==> src/rtl/lsu_pkg.sv <==
// lsu_pkg: shared operation codes, FSM state codes and lane constants for the LSU.
// Latency: n/a (definitions only).
// Backpressure: n/a.
package lsu_pkg;

  // Load/store operation encodings as seen on ls_op
  localparam logic [2:0] OP_LB  = 3'd0;
  localparam logic [2:0] OP_LBU = 3'd1;
  localparam logic [2:0] OP_LH  = 3'd2;
  localparam logic [2:0] OP_LHU = 3'd3;
  localparam logic [2:0] OP_LW  = 3'd4;
  localparam logic [2:0] OP_SB  = 3'd5;
  localparam logic [2:0] OP_SH  = 3'd6;
  localparam logic [2:0] OP_SW  = 3'd7;

  // FSM state encodings
  localparam logic [2:0] ST_IDLE   = 3'd0;
  localparam logic [2:0] ST_LOAD   = 3'd1;
  localparam logic [2:0] ST_STORE  = 3'd2;
  localparam logic [2:0] ST_RMW_RD = 3'd3;
  localparam logic [2:0] ST_RMW_WR = 3'd4;
  localparam logic [2:0] ST_ERR    = 3'd5;

  // Lane widths in bits
  localparam int BYTE_W = 8;
  localparam int HALF_W = 16;

  // Halfword ops need an even address, word ops a word-aligned one; bytes never fault
  function automatic logic is_misaligned(input logic [2:0] op, input logic [1:0] off);
    logic bad;
    bad = 1'b0;
    case (op)
      OP_LH, OP_LHU, OP_SH: bad = off[0];
      OP_LW, OP_SW:         bad = (off != 2'b00);
      default:              bad = 1'b0;
    endcase
    return bad;
  endfunction

endpackage

==> src/rtl/lsu_if.sv <==
// lsu_if: request/response handshake plus data-memory port of the load/store unit.
// Latency: n/a (wires only).
// Backpressure: req_valid held by the requester until req_ready is seen high.
interface lsu_if;
  logic        req_valid;
  logic        req_ready;
  logic [2:0]  ls_op;
  logic [31:0] addr;
  logic [31:0] wdata;
  logic        done;
  logic        err;
  logic [31:0] rdata;
  logic [9:0]  mem_addr;
  logic [31:0] mem_din;
  logic        mem_read;
  logic        mem_write;
  logic [31:0] mem_dout;

  // Requester and memory side
  modport master (
    output req_valid, ls_op, addr, wdata, mem_dout,
    input  req_ready, done, err, rdata, mem_addr, mem_din, mem_read, mem_write
  );

  // Load/store unit side
  modport slave (
    input  req_valid, ls_op, addr, wdata, mem_dout,
    output req_ready, done, err, rdata, mem_addr, mem_din, mem_read, mem_write
  );
endinterface

==> src/rtl/lsu_align.sv <==
// lsu_align: big-endian lane extraction/extension for loads and lane merge for stores.
// Latency: purely combinational.
// Backpressure: none.
module lsu_align
  import lsu_pkg::*;
(
  input  logic [31:0] word,
  input  logic [1:0]  off,
  input  logic [2:0]  op,
  input  logic [31:0] wdata,
  output logic [31:0] ld_val,
  output logic [31:0] st_word
);

  logic [BYTE_W-1:0] lane_b;
  logic [HALF_W-1:0] lane_h;

  // Pick the addressed byte and halfword; offset 0 is the most significant lane
  always_comb begin
    lane_b = word[31:24];
    case (off)
      2'd0: lane_b = word[31:24];
      2'd1: lane_b = word[23:16];
      2'd2: lane_b = word[15:8];
      default: lane_b = word[7:0];
    endcase
    lane_h = off[1] ? word[15:0] : word[31:16];
  end

  // Extend the selected lane according to the load flavour
  always_comb begin
    ld_val = word;
    case (op)
      OP_LB:   ld_val = {{24{lane_b[7]}}, lane_b};
      OP_LBU:  ld_val = {24'd0, lane_b};
      OP_LH:   ld_val = {{16{lane_h[15]}}, lane_h};
      OP_LHU:  ld_val = {16'd0, lane_h};
      default: ld_val = word;
    endcase
  end

  // Replace the target lane of the old word with the low store data
  always_comb begin
    st_word = word;
    case (op)
      OP_SB: begin
        case (off)
          2'd0: st_word[31:24] = wdata[7:0];
          2'd1: st_word[23:16] = wdata[7:0];
          2'd2: st_word[15:8]  = wdata[7:0];
          default: st_word[7:0] = wdata[7:0];
        endcase
      end
      OP_SH: begin
        if (off[1]) st_word[15:0]  = wdata[15:0];
        else        st_word[31:16] = wdata[15:0];
      end
      OP_SW:   st_word = wdata;
      default: st_word = word;
    endcase
  end

endmodule

==> src/rtl/lsu_rmw.sv <==
// lsu_rmw: single-outstanding load/store unit with sub-word stores done as read-modify-write.
// Latency: done 2 cycles after accept for LOAD/SW/misaligned, 3 cycles for SB/SH.
// Backpressure: req_ready only in IDLE; requests while busy are simply not accepted.
module lsu_rmw
  import lsu_pkg::*;
(
  input  logic clk,
  input  logic rst,
  lsu_if.slave bus
);

  logic [2:0]  state;
  logic [2:0]  op_q;
  logic [11:0] addr_q;
  logic [31:0] wdata_q;
  logic [31:0] merge_q;
  logic [31:0] rdata_q;
  logic        done_q;
  logic        err_q;
  logic [31:0] ld_val;
  logic [31:0] st_word;
  logic        accept;
  logic        unused_addr_hi;

  // Only the 4 KB window is decoded
  assign unused_addr_hi = ^bus.addr[31:12];

  assign accept = bus.req_valid && (state == ST_IDLE);

  lsu_align u_align (
    .word    (bus.mem_dout),
    .off     (addr_q[1:0]),
    .op      (op_q),
    .wdata   (wdata_q),
    .ld_val  (ld_val),
    .st_word (st_word)
  );

  // FSM, request latches and load/merge capture
  always_ff @(posedge clk or posedge rst) begin
    if (rst) begin
      state   <= ST_IDLE;
      op_q    <= 3'd0;
      addr_q  <= 12'd0;
      wdata_q <= 32'd0;
      merge_q <= 32'd0;
      rdata_q <= 32'd0;
    end else begin
      case (state)
        ST_IDLE: begin
          if (accept) begin
            op_q    <= bus.ls_op;
            addr_q  <= bus.addr[11:0];
            wdata_q <= bus.wdata;
            if (is_misaligned(bus.ls_op, bus.addr[1:0]))       state <= ST_ERR;
            else if (bus.ls_op == OP_SW)                        state <= ST_STORE;
            else if (bus.ls_op == OP_SB || bus.ls_op == OP_SH)  state <= ST_RMW_RD;
            else                                                state <= ST_LOAD;
          end
        end
        ST_LOAD: begin
          rdata_q <= ld_val;
          state   <= ST_IDLE;
        end
        ST_RMW_RD: begin
          merge_q <= st_word;
          state   <= ST_RMW_WR;
        end
        default: state <= ST_IDLE;
      endcase
    end
  end

  // Completion pulse lands in the first IDLE cycle after a terminal state
  always_ff @(posedge clk or posedge rst) begin
    if (rst) begin
      done_q <= 1'b0;
      err_q  <= 1'b0;
    end else begin
      done_q <= (state == ST_LOAD) || (state == ST_STORE) ||
                (state == ST_RMW_WR) || (state == ST_ERR);
      err_q  <= (state == ST_ERR);
    end
  end

  // Write data follows the state so it is zero whenever no write is in flight
  always_comb begin
    bus.mem_din = 32'd0;
    if (state == ST_STORE)       bus.mem_din = wdata_q;
    else if (state == ST_RMW_WR) bus.mem_din = merge_q;
  end

  // Memory strobes decode straight from state so reset kills them immediately
  assign bus.mem_read  = (state == ST_LOAD)  || (state == ST_RMW_RD);
  assign bus.mem_write = (state == ST_STORE) || (state == ST_RMW_WR);
  assign bus.mem_addr  = addr_q[11:2];
  assign bus.req_ready = (state == ST_IDLE);
  assign bus.done      = done_q;
  assign bus.err       = err_q;
  assign bus.rdata     = rdata_q;

endmodule

==> src/flat_wrapper.sv <==
// flat-port wrapper written by rule: the top's interface ports become plain ports
module lsu_rmw_flat import lsu_pkg::*;
  (clk, rst, bus_req_valid, bus_ls_op, bus_addr, bus_wdata, bus_mem_dout, bus_req_ready, bus_done, bus_err, bus_rdata, bus_mem_addr, bus_mem_din, bus_mem_read, bus_mem_write);
  lsu_if bus_i ();
  input  logic clk;
  input  logic rst;
  input wire logic [$bits(bus_i.req_valid)-1:0] bus_req_valid;
  input wire logic [$bits(bus_i.ls_op)-1:0] bus_ls_op;
  input wire logic [$bits(bus_i.addr)-1:0] bus_addr;
  input wire logic [$bits(bus_i.wdata)-1:0] bus_wdata;
  input wire logic [$bits(bus_i.mem_dout)-1:0] bus_mem_dout;
  output wire logic [$bits(bus_i.req_ready)-1:0] bus_req_ready;
  output wire logic [$bits(bus_i.done)-1:0] bus_done;
  output wire logic [$bits(bus_i.err)-1:0] bus_err;
  output wire logic [$bits(bus_i.rdata)-1:0] bus_rdata;
  output wire logic [$bits(bus_i.mem_addr)-1:0] bus_mem_addr;
  output wire logic [$bits(bus_i.mem_din)-1:0] bus_mem_din;
  output wire logic [$bits(bus_i.mem_read)-1:0] bus_mem_read;
  output wire logic [$bits(bus_i.mem_write)-1:0] bus_mem_write;
  assign bus_i.req_valid = bus_req_valid;
  assign bus_i.ls_op = bus_ls_op;
  assign bus_i.addr = bus_addr;
  assign bus_i.wdata = bus_wdata;
  assign bus_i.mem_dout = bus_mem_dout;
  assign bus_req_ready = bus_i.req_ready;
  assign bus_done = bus_i.done;
  assign bus_err = bus_i.err;
  assign bus_rdata = bus_i.rdata;
  assign bus_mem_addr = bus_i.mem_addr;
  assign bus_mem_din = bus_i.mem_din;
  assign bus_mem_read = bus_i.mem_read;
  assign bus_mem_write = bus_i.mem_write;
  lsu_rmw u_core (.clk(clk), .rst(rst), .bus(bus_i));
endmodule
==> config.mk <==
export PLATFORM = sky130hd
export DESIGN_NAME = lsu_rmw_flat
export DESIGN_NICKNAME = d
export VERILOG_FILES = /design/src/rtl/lsu_pkg.sv /design/src/rtl/lsu_if.sv /design/src/rtl/lsu_align.sv /design/src/rtl/lsu_rmw.sv /design/src/flat_wrapper.sv
export SDC_FILE = /design/constraint.sdc
export NUM_CORES = 1
export LEC_CHECK = 0
export ABC_AREA = 1
export BUFFER_PORTS_ARGS = -buffer_cell sky130_fd_sc_hd__buf_2
export CAP_MARGIN = 0
export CORE_UTILIZATION = 25
export DETAILED_ROUTE_END_ITERATION = 16
export PLACE_DENSITY = 0.51
export RECOVER_POWER = 25
export SYNTH_ARGS = -nofsm -noshare
export SYNTH_HDL_FRONTEND = slang
export SYNTH_SLANG_ARGS = --single-unit
==> constraint.sdc <==
create_clock -name clk -period 9.3 [get_ports clk]
set_clock_uncertainty 0.1 [all_clocks]
set_input_delay 1.86 -clock clk [delete_from_list [all_inputs] [get_ports clk]]
set_output_delay 1.86 -clock clk [all_outputs]
set_load 0.02 [all_outputs]
Yosys cells after proc, flatten, opt, wreduce, memory -nomap -nowiden
Cells that the tools add are included.
{ "totals": {"regBits": 116, "in_bits": 102, "out_inout_bits": 79, "elab_cells": 63} }
{ "op_classes": {"n_eq_ne": 20, "muxes": 20, "n_reduce_logical": 15} }
{ "op_table": {"columns": ["operator", "n"], "rows": [
  ["32-bit one-hot mux with 4 select lines", 1],
  ["32-bit one-hot mux with 3 select lines", 1],
  ["32-bit two-way mux", 2],
  ["16-bit two-way mux", 3],
  ["8-bit two-way mux", 4],
  ["3-bit equality test (second input constant)", 9],
  ["8-bit one-hot mux with 3 select lines", 1],
  ["3-bit by 2-bit equality test with 1-bit output (second input constant)", 6],
  ["3-bit two-way mux", 3],
  ["3-bit by 1-bit equality test with 1-bit output (second input constant)", 2],
  ["3-bit zero test", 2],
  ["1-bit logical OR", 6],
  ["3-bit one-hot mux with 2 select lines", 1],
  ["3-bit OR reduction", 2],
  ["2-bit by 1-bit equality test with 1-bit output (second input constant)", 1],
  ["2-bit equality test (second input constant)", 1],
  ["2-bit zero test", 1],
  ["1-bit two-way mux", 2],
  ["2-bit two-way mux", 1],
  ["2-bit by 1-bit != test with 1-bit output (second input constant)", 1],
  ["1-bit one-hot mux with 2 select lines", 1],
  ["2-bit AND reduction", 1],
  ["2-bit nonzero test", 1],
  ["2-bit OR reduction", 1],
  ["1-bit logical AND", 1]
]} }

Depth between registers and ports, before layout
Gate-level depths: netlist (run 1).
{ "depth": {"ltp_word": 8, "mapped_depth": 10, "depth_no_buf": 8} }

By module
From an unflattened synthesis (run 1), not the netlist that was laid out.
{ "hier_totals": {"cells_unflattened": 991, "hier_area_um2": 7101.8} }
{ "modules_own_cells": {"columns": ["mod", "n_inst", "cells_per_inst", "area_per_inst_um2", "seq_area_each_um2"], "rows": [
  ["lsu_rmw", 1, 503, 4874.7, 2902.8],
  ["lsu_align", 1, 488, 2227.1, 0.0]
]} }

Worst setup path before layout (run 1)
Ideal clock, no wire load.
{ "synth_timing": {"path_type": "reg2out", "startpoint": "reg u_core.state[2]", "endpoint": "out bus_mem_din[23]", "arrival_time_ps": 1265, "t_required_ps": 7340, "setup_slack_ps": 6075, "stages_incl_launch_ff": 5, "n_path_buf": 1, "path_cell_list": "dfrtp_1 -> nor2_1 -> nand2_1 -> clkbuf_1 -> o22ai_1"} }
{ "synth_via": {"elab_chain_cells": 3, "elab_cells_between_ends": 4, "classes_between": "eq/ne (2); mux (2)"} }
{ "synth_lines": {"columns": ["item", "line_no", "source"], "rows": [
  ["from (decl)", "lsu_rmw.sv:12", "logic [2:0] state;"],
  ["from (signal assigned)", "lsu_rmw.sv:42", "state <= ST_IDLE;"],
  ["from (signal assigned)", "lsu_rmw.sv:55", "if (is_misaligned(bus.ls_op, bus.addr[1:0])) state <= ST_ERR;"],
  ["from (signal assigned)", "lsu_rmw.sv:56", "else if (bus.ls_op == OP_SW) state <= ST_STORE;"],
  ["3-bit equality test", "lsu_rmw.sv:90", "else if (state == ST_RMW_WR) bus.mem_din = merge_q;"],
  ["32-bit two-way mux", "lsu_rmw.sv:90", null],
  ["32-bit two-way mux *", "lsu_rmw.sv:89", "if (state == ST_STORE) bus.mem_din = wdata_q;"],
  ["to (decl)", "flat_wrapper.sv:17", "output wire logic [$bits(bus_i.mem_din)-1:0] bus_mem_din;"]
]} }
Every way passes the cells marked *; elsewhere a longest branch is shown, timed or not.

Worst setup path after layout (run 1)
{ "layout_timing": {"startpoint": "reg u_core.state[2]", "endpoint": "out bus_mem_din[6]"} }
Same word-level chain as after synthesis.

==> impl_results.md, run 1 <==
* Pre-Repair DR Iteration Count at 6
* Dpl ws at 5.387 ns
* Hold Path Class: reg2reg
* Internal power of the cells at 0.001506 W
* Status: finished with violations
* Multi-input gate area at 0.003520 sq mm
* R2r worst-path depth at 8
* Worst R2R Start: u_core.state[2]$_DFFE_PP0P_
* Vias/cell at about 4.6
* Starting DRT DRC Count at 672
* Longest Clk Path Bufs at 2
* Reg clk slew, reported paths at 0.06 ns
* Comb pwr share at 41.2%
* Core Region at ~0.029 sq mm
* Final ANT Viol Nets at 0
* Max-slew headroom at -59.83%
* Hold_buf cts at 0
* Critical-path cell list: nor2_1 -> nand2_1 -> clkbuf_1 -> o22ai_1 -> buf_2
* Pwr per Cell Area at 293.7 mW/mm^2
* Global-route wire length before repair at ~41 mm
* Worst-skew pair later-pin latency at 0.43 ns
* Yosys reg bits at 116
* Yosys top cell by area: dfrtp_1
* Syn nets at 1216
* P_sw at 0.001098 W
* CTS Buf Count at 17
* Crit Path Class: reg2out
* Crit-path max cell delay at 1.26 ns
* Gr ovfl total at 0
* Routability Congestion at between 0.8 and 0.9
* Worst R2R Setup Slack at 6.46 ns
* Switch share at 42.16%
* Final Hold Fails at 0
* TritonCTS clock tree: yes
* Die Ht at 173.5 um
* Initial antenna violation count at 2
* Reg-to-reg endpoint: u_core.wdata_q[6]$_DFFE_PP0P_
* Rows at 62
* Post-DP HPWL at 18.43 mm
* Clock share of power at a little over a quarter
* Slew Viols, Final at 85
* Slowest-stage cell, CP: clkbuf_1
* Total Wirelength at 26.56 mm
* WHS Endpoint: u_core.addr_q[5]$_DFFE_PP0P_
* Top cells by area, synth: dfrtp_1 39%, nand2_1 21%, nor2_1 6.6%
* Worst Tran Pin Value at 2.384 ns
* Cells after synthesis at 1114
* Setup_tns at 0 ns
* Nets at 1332
* Final WS setup at 4.435 ns
* RSZ-0062 raised after global routing: false
* Post-CTS setup buffer count at 0
* Layout cells sized above 1 at 17.07%
* Gr usage total at 17.84%
* Fill cell count at roughly 3100
* Crit path capture type: output pin
* Avg Inst Size Synth at 6.597 sq um
* Final min period at 4.865 ns
* CTS Root Cell: clkbuf_16
* Static Leak at 4.808 nW
* Sequential Area at approximately 0.0029 sq mm
* Routed len/inst at around 16 um
* Largest net degree at the start of global routing at slightly below 70
* CP startpoint kind: flip-flop
* Period Utilization, post-route at 52.31%
* Violated checks: capacitance limit, slew limit
* CP arrival at 2.90 ns
* CTS sink cnt at roughly 120
* I/O pin total at roughly 180
* Ys Warns at 0
* Die width at 173.5 um
* Fmax at 205.6 MHz
* Post-synth top area share at between 30% and 40%
* PostCTS Resize Cnt at 0
* Initial core utilization at 25.54%
* # H-tree levels at 4
* Max VDD drop at around 0.13 mV
* Yosys cell types at 29
* Seq/Total Area, Yosys at between 30% and 40%
* Final Core Density at 30.82%
* Vias post-DR at 7467
* Flop pwr share at 31.8%
* Final setup viols at 0
* Hold Crit Depth at 2
* Residual DRC at 0
* Cell area after synthesis at 0.007350 sq mm
* Area Overhead vs Synth at 20.68%
* DIE AREA at approximately 0.03 sq mm
* MaxCap Viol Count at 2
* HP Start: u_core.addr_q[5]$_DFFE_PP0P_
* Vias in the first global route at a little under 7000
* Crit path required time at approximately 7.3 ns
* Max FO, Critical Path at 34
* Number of port buffers at 160
-- per-layer routing --
metal	global-route usage, %	vias to the layer above	share of wire [%]
li1	-	3694	-
met1	24.94	3493	48
met2	26.64	236	44
met3	4.101	42	5.6
met4	6.600	2	2.4
met5	0	-	0.030
-- placed cells by master, fill, tap and decap left out, drive strengths merged --
| cell | count |
|---|---|
| clkbuf | 32 |
| a2bb2oi | 8 |
| nand4 | 1 |
| clkinvlp | 4 |
| nor3 | 2 |
| diode | 1 |
| a21oi | 19 |
| clkinv | 2 |
| o21ai | 63 |
| bufinv | 3 |
| or2 | 23 |
| nand3 | 75 |
| o211ai | 17 |
| dfrtp | 116 |
| a211oi | 1 |
| buf | 158 |
| nand2 | 412 |
| nor2 | 135 |
| o22ai | 32 |
| inv | 132 |
| a21boi | 7 |
-- cell families after synthesis --
family	share of synthesized area, %
AO/OA/AOI/OAI	11.81
buffers and inverters	12.62
flip-flops	39.50
AND/OR/NAND/NOR	36.07
-- power by group through the flow --
stage	clock network [W]	registers (W)	logic (W)
final	0.000703	0.000829	0.00107
after global routing	0.000741	0.000856	0.00120
after CTS	0.000718	0.000829	0.00108
after detailed placement	0	0.000832	0.00108
after global placement	0	0.000831	0.00108
after floorplan	0	0.000886	0.000728
-- flip-flops by register name, summed over array words and instances (netlist names) --
register          cells
u_core.wdata_q       32
u_core.bus.done       1
u_core.op_q           3
u_core.bus.err        1
u_core.bus.rdata     32
u_core.addr_q        12
u_core.merge_q       32
u_core.state          3
-- worst max-delay path: cells and delay by family (launching register included) --
family / cells / cell delay, ns
compound gates: 1 / 0.34
simple gates: 2 / 0.16
buf+inv: 2 / 1.53
flops: 1 / 0.43
-- cells in the mapped netlist --
cell type / instances
buf_6: 7
buf_2: 31
clkbuf_1: 13
o22ai_1: 32
inv_2: 5
nand4_2: 1
nand2_1: 408
a211oi_1: 1
nor2_8: 1
o211ai_1: 17
nor2_2: 2
a2bb2oi_1: 8
or2_0: 13
nor3_1: 2
nand3_2: 2
o21ai_0: 59
inv_4: 1
nor2_4: 2
nor2_1: 130
dfrtp_1: 116
buf_4: 19
a21oi_1: 19
o21ai_1: 4
or2_2: 6
nand3_1: 73
or2_1: 4
nand2_2: 4
inv_1: 127
a21boi_1: 7
-- worst max path at each step --
stage                                     to  slack [ns]                        start
2_1_floorplan   u_core.addr_q[0]$_DFFE_PP0P_        4.27                          rst
3_3_place_gp   u_core.wdata_q[6]$_DFFE_PP0P_        5.40                bus_req_valid
3_5_place_dp   u_core.wdata_q[4]$_DFFE_PP0P_        5.39                bus_req_valid
4_1_cts                       bus_mem_din[6]        5.40  u_core.state[2]$_DFFE_PP0P_
5_1_grt                       bus_mem_din[6]        4.35  u_core.state[2]$_DFFE_PP0P_
6_report                      bus_mem_din[6]        4.44  u_core.state[2]$_DFFE_PP0P_
-- area by class of cell --
type / instances / share of cell area, %
diodes: 1 / 0.02821
well taps: 384 / 5.417
multi-input cells: 795 / 39.68
inverters: 133 / 5.671
repair buffers: 167 / 9.465
flip-flops and latches: 116 / 32.74
clock buffers: 23 / 5.614
clock inverters: 8 / 1.382
-- per-stage QoR --
stage	instances	hold slack (ns)	instance area, sq um	power [W]
after detailed placement	1595	0.3599	8267	0.001912
after floorplan	1114	0.3488	7350	0.001613
final	1627	0.3726	8870	0.002605
after global placement	1595	0.3597	8267	0.001907
after CTS	1626	0.3766	8887	0.002631
after global routing	1626	0.3948	8867	0.002797
(Power assumes the default switching activity.)
==> run 2: changes to the inputs <==
--- a/config.mk
+++ b/config.mk
@@ -10,7 +10,7 @@
 export CAP_MARGIN = 0
 export CORE_UTILIZATION = 25
 export DETAILED_ROUTE_END_ITERATION = 16
-export PLACE_DENSITY = 0.51
+export PLACE_DENSITY = 0.52
 export RECOVER_POWER = 25
 export SYNTH_ARGS = -nofsm -noshare
 export SYNTH_HDL_FRONTEND = slang
==> constraint.sdc (replaced) <==
create_clock -name clk -period 4.45 [get_ports clk]
set_clock_uncertainty 0.1 [all_clocks]
set_input_delay 0.89 -clock clk [delete_from_list [all_inputs] [get_ports clk]]
set_output_delay 0.89 -clock clk [all_outputs]
set_load 0.02 [all_outputs]
==> impl_results.md, run 2 (synthesized netlist as in run 1, its figures left out) <==
* Residual DRC at 0
* Gr ovfl total at 0
* Total Wirelength at 26.45 mm
* Switch share at between 40% and 50%
* CP arrival at 2.57 ns
* Fill cell count at 3227
* # H-tree levels at 4
* Final min period at 3.557 ns
* Nets at between 1000 and 1500
* Number of port buffers at 160
* RSZ-0062 raised after global routing: false
* Static Leak at a little under 5 nW
* Worst Tran Pin Value at 2.753 ns
* Initial antenna violation count at 1
* Post-CTS setup buffer count at 0
* Antenna diodes at 0
* Most common cell after layout, fill and taps aside: nand2_1
* Crit path capture type: output pin
* Status: finished with violations
* Die Ht at 173.5 um
* Clock share of power at 25.0%
* Max-slew headroom at -84.52%
* Area Overhead vs Synth at 20.75%
* Hold Path Class: reg2reg
* Max VDD drop at 0.3368 mV
* Pre-Repair DR Iteration Count at 5
* Layout cells sized above 1 at 18.09%
* Hold_buf cts at 0
* Setup_tns at 0 ns
* Critical-path cell list: inv_1 -> nand3_1 -> buf_4 -> o22ai_1 -> buf_2
* Slowest-stage cell, CP: nand3_1
* CTS sink cnt at approximately 120
* Fmax at around 280 MHz
* Die width at 173.5 um
* Slew Viols, Final at 90
* Vias post-DR at ~7400
* Vias/cell at 4.542
* Rows at 62
* Max FO, Critical Path at 22
* CTS Buf Count at 17
* Internal power of the cells at about 0.0030 W
* Crit-path max cell delay at 0.73 ns
* Core Region at 0.02878 sq mm
* Sequential Area at 0.002904 sq mm
* Largest net degree at the start of global routing at 62
* Gr usage total at 18.04%
* MaxCap Viol Count at 2
* P_sw at between 0.002 and 0.0025 W
* Post-DP HPWL at roughly 19 mm
* DIE AREA at 0.03009 sq mm
* I/O pin total at 181
* Crit Path Class: reg2out
* CP startpoint kind: flip-flop
* TritonCTS clock tree: yes
* Most frequent cells in the layout: 408 x nand2_1, 160 x buf_2, 130 x nor2_1, 128 x inv_1, 115 x dfrtp_1
* Crit path required time at 3.46 ns
* Final ANT Viol Nets at 0
* CTS Root Cell: clkbuf_16
* Comb pwr share at 41.8%
* Global-route wire length before repair at 42.00 mm
* Routability Congestion at around 0.86
* Pwr per Cell Area at roughly 600 mW/mm^2
* PostCTS Resize Cnt at 0
* Worst-skew pair later-pin latency at roughly 0.43 ns
* Initial core utilization at between 20% and 30%
* Routed len/inst at 16.20 um
* Violated checks: capacitance limit, slew limit
* Final Hold Fails at 0
* Reg clk slew, reported paths at 0.06 ns
* Flop pwr share at 33.1%
* Period Utilization, post-route at approximately four fifths
* Final Core Density at between 30% and 40%
* Multi-input gate area at roughly 0.0035 sq mm
* Final setup viols at 0
* Starting DRT DRC Count at 551
* Vias in the first global route at 7268
* Longest Clk Path Bufs at 2
run 2: worst paths after layout:
| path | to | slack (ns) | depth (start not counted) | from |
|---|---|---|---|---|
| worst max register to register | u_core.merge_q[16]$_DFFE_PP0P_ | 1.71 | 7 | u_core.op_q[2]$_DFFE_PP0P_ |
| min in group asynchronous | u_core.bus.rdata[22]$_DFFE_PP0P_ | 1.13 | 2 | rst |
| worst min-delay path | u_core.addr_q[4]$_DFFE_PP0P_ | 0.38 | 2 | u_core.addr_q[4]$_DFFE_PP0P_ |
| worst min register to register | u_core.addr_q[4]$_DFFE_PP0P_ | 0.38 | 2 | u_core.addr_q[4]$_DFFE_PP0P_ |
| worst max-delay path | bus_mem_din[9] | 0.89 | 5 | u_core.state[1]$_DFFE_PP0P_ |
| max in group asynchronous | u_core.merge_q[10]$_DFFE_PP0P_ | 1.86 | 2 | rst |
run 2: metal layers:
| metal | vias to the layer above | share of wire, % | GRT usage (%) |
|---|---|---|---|
| li1 | 3698 | - | - |
| met1 | 3462 | 48 | 25.08 |
| met2 | 228 | 45 | 28.11 |
| met3 | 27 | 5.4 | 3.640 |
| met4 | 2 | 1.4 | 5.347 |
| met5 | - | 0.049 | 0 |
run 2: layout make-up:
type / count / area share, %
inverters: 133 / 5.668
flip-flops and latches: 116 / 32.72
well taps: 384 / 5.414
clock buffers: 20 / 5.146
repair buffers: 173 / 10.18
multi-input cells: 795 / 39.66
clock inverters: 12 / 1.212
run 2: stage by stage:
stage	hold slack, ns	total power, W	std cells	area (sq um)	worst slack [ns]
after detailed placement	0.3597	0.004006	1601	8319	1.365
after floorplan	0.3488	0.003372	1114	7350	0.3876
after global routing	0.3959	0.005740	1633	8875	0.7796
final	0.3764	0.005327	1633	8875	0.8932
after CTS	0.3766	0.005366	1633	8884	0.9090
after global placement	0.3583	0.003994	1601	8319	1.453
run 2: critical path, delay by kind of cell, from the launching register on:
family | cells | cell delay, ns
AO/OA/AOI/OAI | 1 | 0.24
buffers and inverters | 3 | 0.77
flip-flops | 1 | 0.39
AND/OR/NAND/NOR | 1 | 0.73
run 2: power groups by stage:
stage	logic [W]	registers, W	clock network [W]
2_1_floorplan	0.00152	0.00185	0
5_1_grt	0.00252	0.00183	0.00139
4_1_cts	0.00224	0.00177	0.00136
3_5_place_dp	0.00223	0.00178	0
6_report	0.00223	0.00177	0.00133
3_3_place_gp	0.00222	0.00178	0
==> run 3: changes to the inputs <==
==> constraint.sdc (replaced) <==
create_clock -name clk -period 3.15 [get_ports clk]
set_clock_uncertainty 0.1 [all_clocks]
set_input_delay 0.63 -clock clk [delete_from_list [all_inputs] [get_ports clk]]
set_output_delay 0.63 -clock clk [all_outputs]
set_load 0.02 [all_outputs]
==> impl_results.md, run 3 (synthesized netlist as in run 1, its figures left out) <==
* Status: complete, no violations
* Routed len/inst at 16.08 um
* Rows at 62
* Slew Viols, Final at 0
* Reg clk slew, reported paths at approximately 0.060 ns
* Routability Congestion at between 0.8 and 0.9
* Worst Tran Pin Value at 1.293 ns
* Vias/cell at about 4.6
* Internal power of the cells at 0.004344 W
* Area Overhead vs Synth at 21.33%
* Comb pwr share at about two fifths
* CTS sink cnt at roughly 120
* Met2 Routed Length at 11.92 mm
* Core Region at 0.02878 sq mm
* WL met1 at 12.40 mm
* Largest net degree at the start of global routing at 90
* Crit path capture type: output pin
* TritonCTS clock tree: yes
* Vias post-DR at 7487
* DR WL met3 at about 1.5 mm
* Most frequent cells in the layout: 408 x nand2_1, 159 x buf_2, 130 x nor2_1, 127 x inv_1, 115 x dfrtp_1
* Starting DRT DRC Count at 619
* Gr usage total at 17.92%
* Layout cells sized above 1 at 18.23%
* Crit path required time at roughly 2.4 ns
* Period Utilization, post-route at a little over nine tenths
* Worst-skew pair later-pin latency at 0.43 ns
* Pre-Repair DR Iteration Count at 5
* CP startpoint kind: flip-flop
* Setup_tns at 0 ns
* Final ANT Viol Nets at 0
* P_sw at 0.003269 W
* Post-CTS setup buffer count at 0
* Residual DRC at 0
* Hold Path Class: in2async
* Die width at ~170 um
* Max-slew headroom at 13.78%
* Max VDD drop at 0.4442 mV
* Initial antenna violation count at 0
* Antenna diodes at 0
* Crit Path Class: reg2out
* Most common cell after layout, fill and taps aside: nand2_1
* Fmax at approximately 340 MHz
* Design Power at 0.007613 W
* Vias in the first global route at 7200
* I/O pin total at ~180
* Flop pwr share at approximately 33%
* MaxCap Viol Count at 0
* Pwr per Cell Area at 853.8 mW/mm^2
* PostCTS Resize Cnt at 0
* R2r worst-path depth at 7
* Die Ht at approximately 170 um
* Gr ovfl total at 0
* Max FO, Critical Path at 13
* DIE AREA at 0.03009 sq mm
* Final setup viols at 0
* Final min period at 2.984 ns
* CP arrival at between 2 and 2.5 ns
* Final Hold Fails at 0
* RSZ-0062 raised after global routing: false
* Total Wirelength at 26.29 mm
* Hold_buf cts at 0
* Longest Clk Path Bufs at 2
* Post-DP HPWL at 18.74 mm
* Clock share of power at 25.6%
* Number of port buffers at 160
* Switch share at 42.94%
* # H-tree levels at 4
* CTS Buf Count at 17
* CTS Root Cell: clkbuf_16
* Nets at 1340
* Initial core utilization at 25.54%
* Highest routing layer actually used: met4
* Static Leak at around 4.8 nW
* Global-route wire length before repair at 41.77 mm
## run 3: final timing paths
path | start | endpoint | slack (ns)
setup / recovery | u_core.state[1]$_DFFE_PP0P_ | bus_mem_din[4] | 0.17
hold / removal | rst | u_core.wdata_q[24]$_DFFE_PP0P_ | 0.14
setup reg to reg | u_core.addr_q[1]$_DFFE_PP0P_ | u_core.bus.rdata[23]$_DFFE_PP0P_ | 0.85
hold reg to reg | u_core.addr_q[2]$_DFFE_PP0P_ | u_core.addr_q[2]$_DFFE_PP0P_ | 0.38
max in group asynchronous | rst | u_core.addr_q[1]$_DFFE_PP0P_ | 1.02
min in group clk | bus_addr[4] | u_core.addr_q[4]$_DFFE_PP0P_ | 0.29
## run 3: final cells by class
cell class	instances	area, sq um
clock buffers	21	460.4
clock inverters	11	128.9
fillers	3206	19860
inverters	133	503.0
multi-input cells	795	3520
flip-flops and latches	116	2904
well taps	384	480.5
repair buffers	175	920.9
## run 3: critical path, stage by stage (launching register included)
cell and delay, ns:
dfrtp_1 0.39, inv_1 0.10, nand3_1 0.55, buf_4 0.42
o22ai_1 0.16, buf_2 0.20
## run 3: power by group through the flow
stage / sequential (W) / combinational, W / clock [W]
2_1_floorplan: 0.00261 / 0.00215 / 0
3_3_place_gp: 0.00249 / 0.00318 / 0
3_5_place_dp: 0.00249 / 0.00320 / 0
4_1_cts: 0.00248 / 0.00322 / 0.00200
5_1_grt: 0.00255 / 0.00359 / 0.00205
6_report: 0.00248 / 0.00319 / 0.00195
## run 3: layer usage
layer  global-route usage (%)  vias up
met1                    25.38     3489
met5                        0        -
met4                    4.904        0
met3                    3.289       29
met2                    27.76      258
li1                         -     3711
## run 3: stage by stage
stage / std cells / utilization (%) / area [sq um] / worst slack, ns / hold slack (ns)
6_report: 1635 / 30.98 / 8917 / 0.1660 / 0.1413
2_1_floorplan: 1114 / - / 7353 / 1.007 / 0.3488
3_5_place_dp: 1603 / 29.01 / 8348 / 0.6048 / 0.3604
5_1_grt: 1635 / 30.98 / 8917 / 0.04788 / 0.1778
3_3_place_gp: 1603 / 29.01 / 8348 / 0.6182 / 0.3584
4_1_cts: 1635 / 31.05 / 8937 / 0.1243 / 0.07948
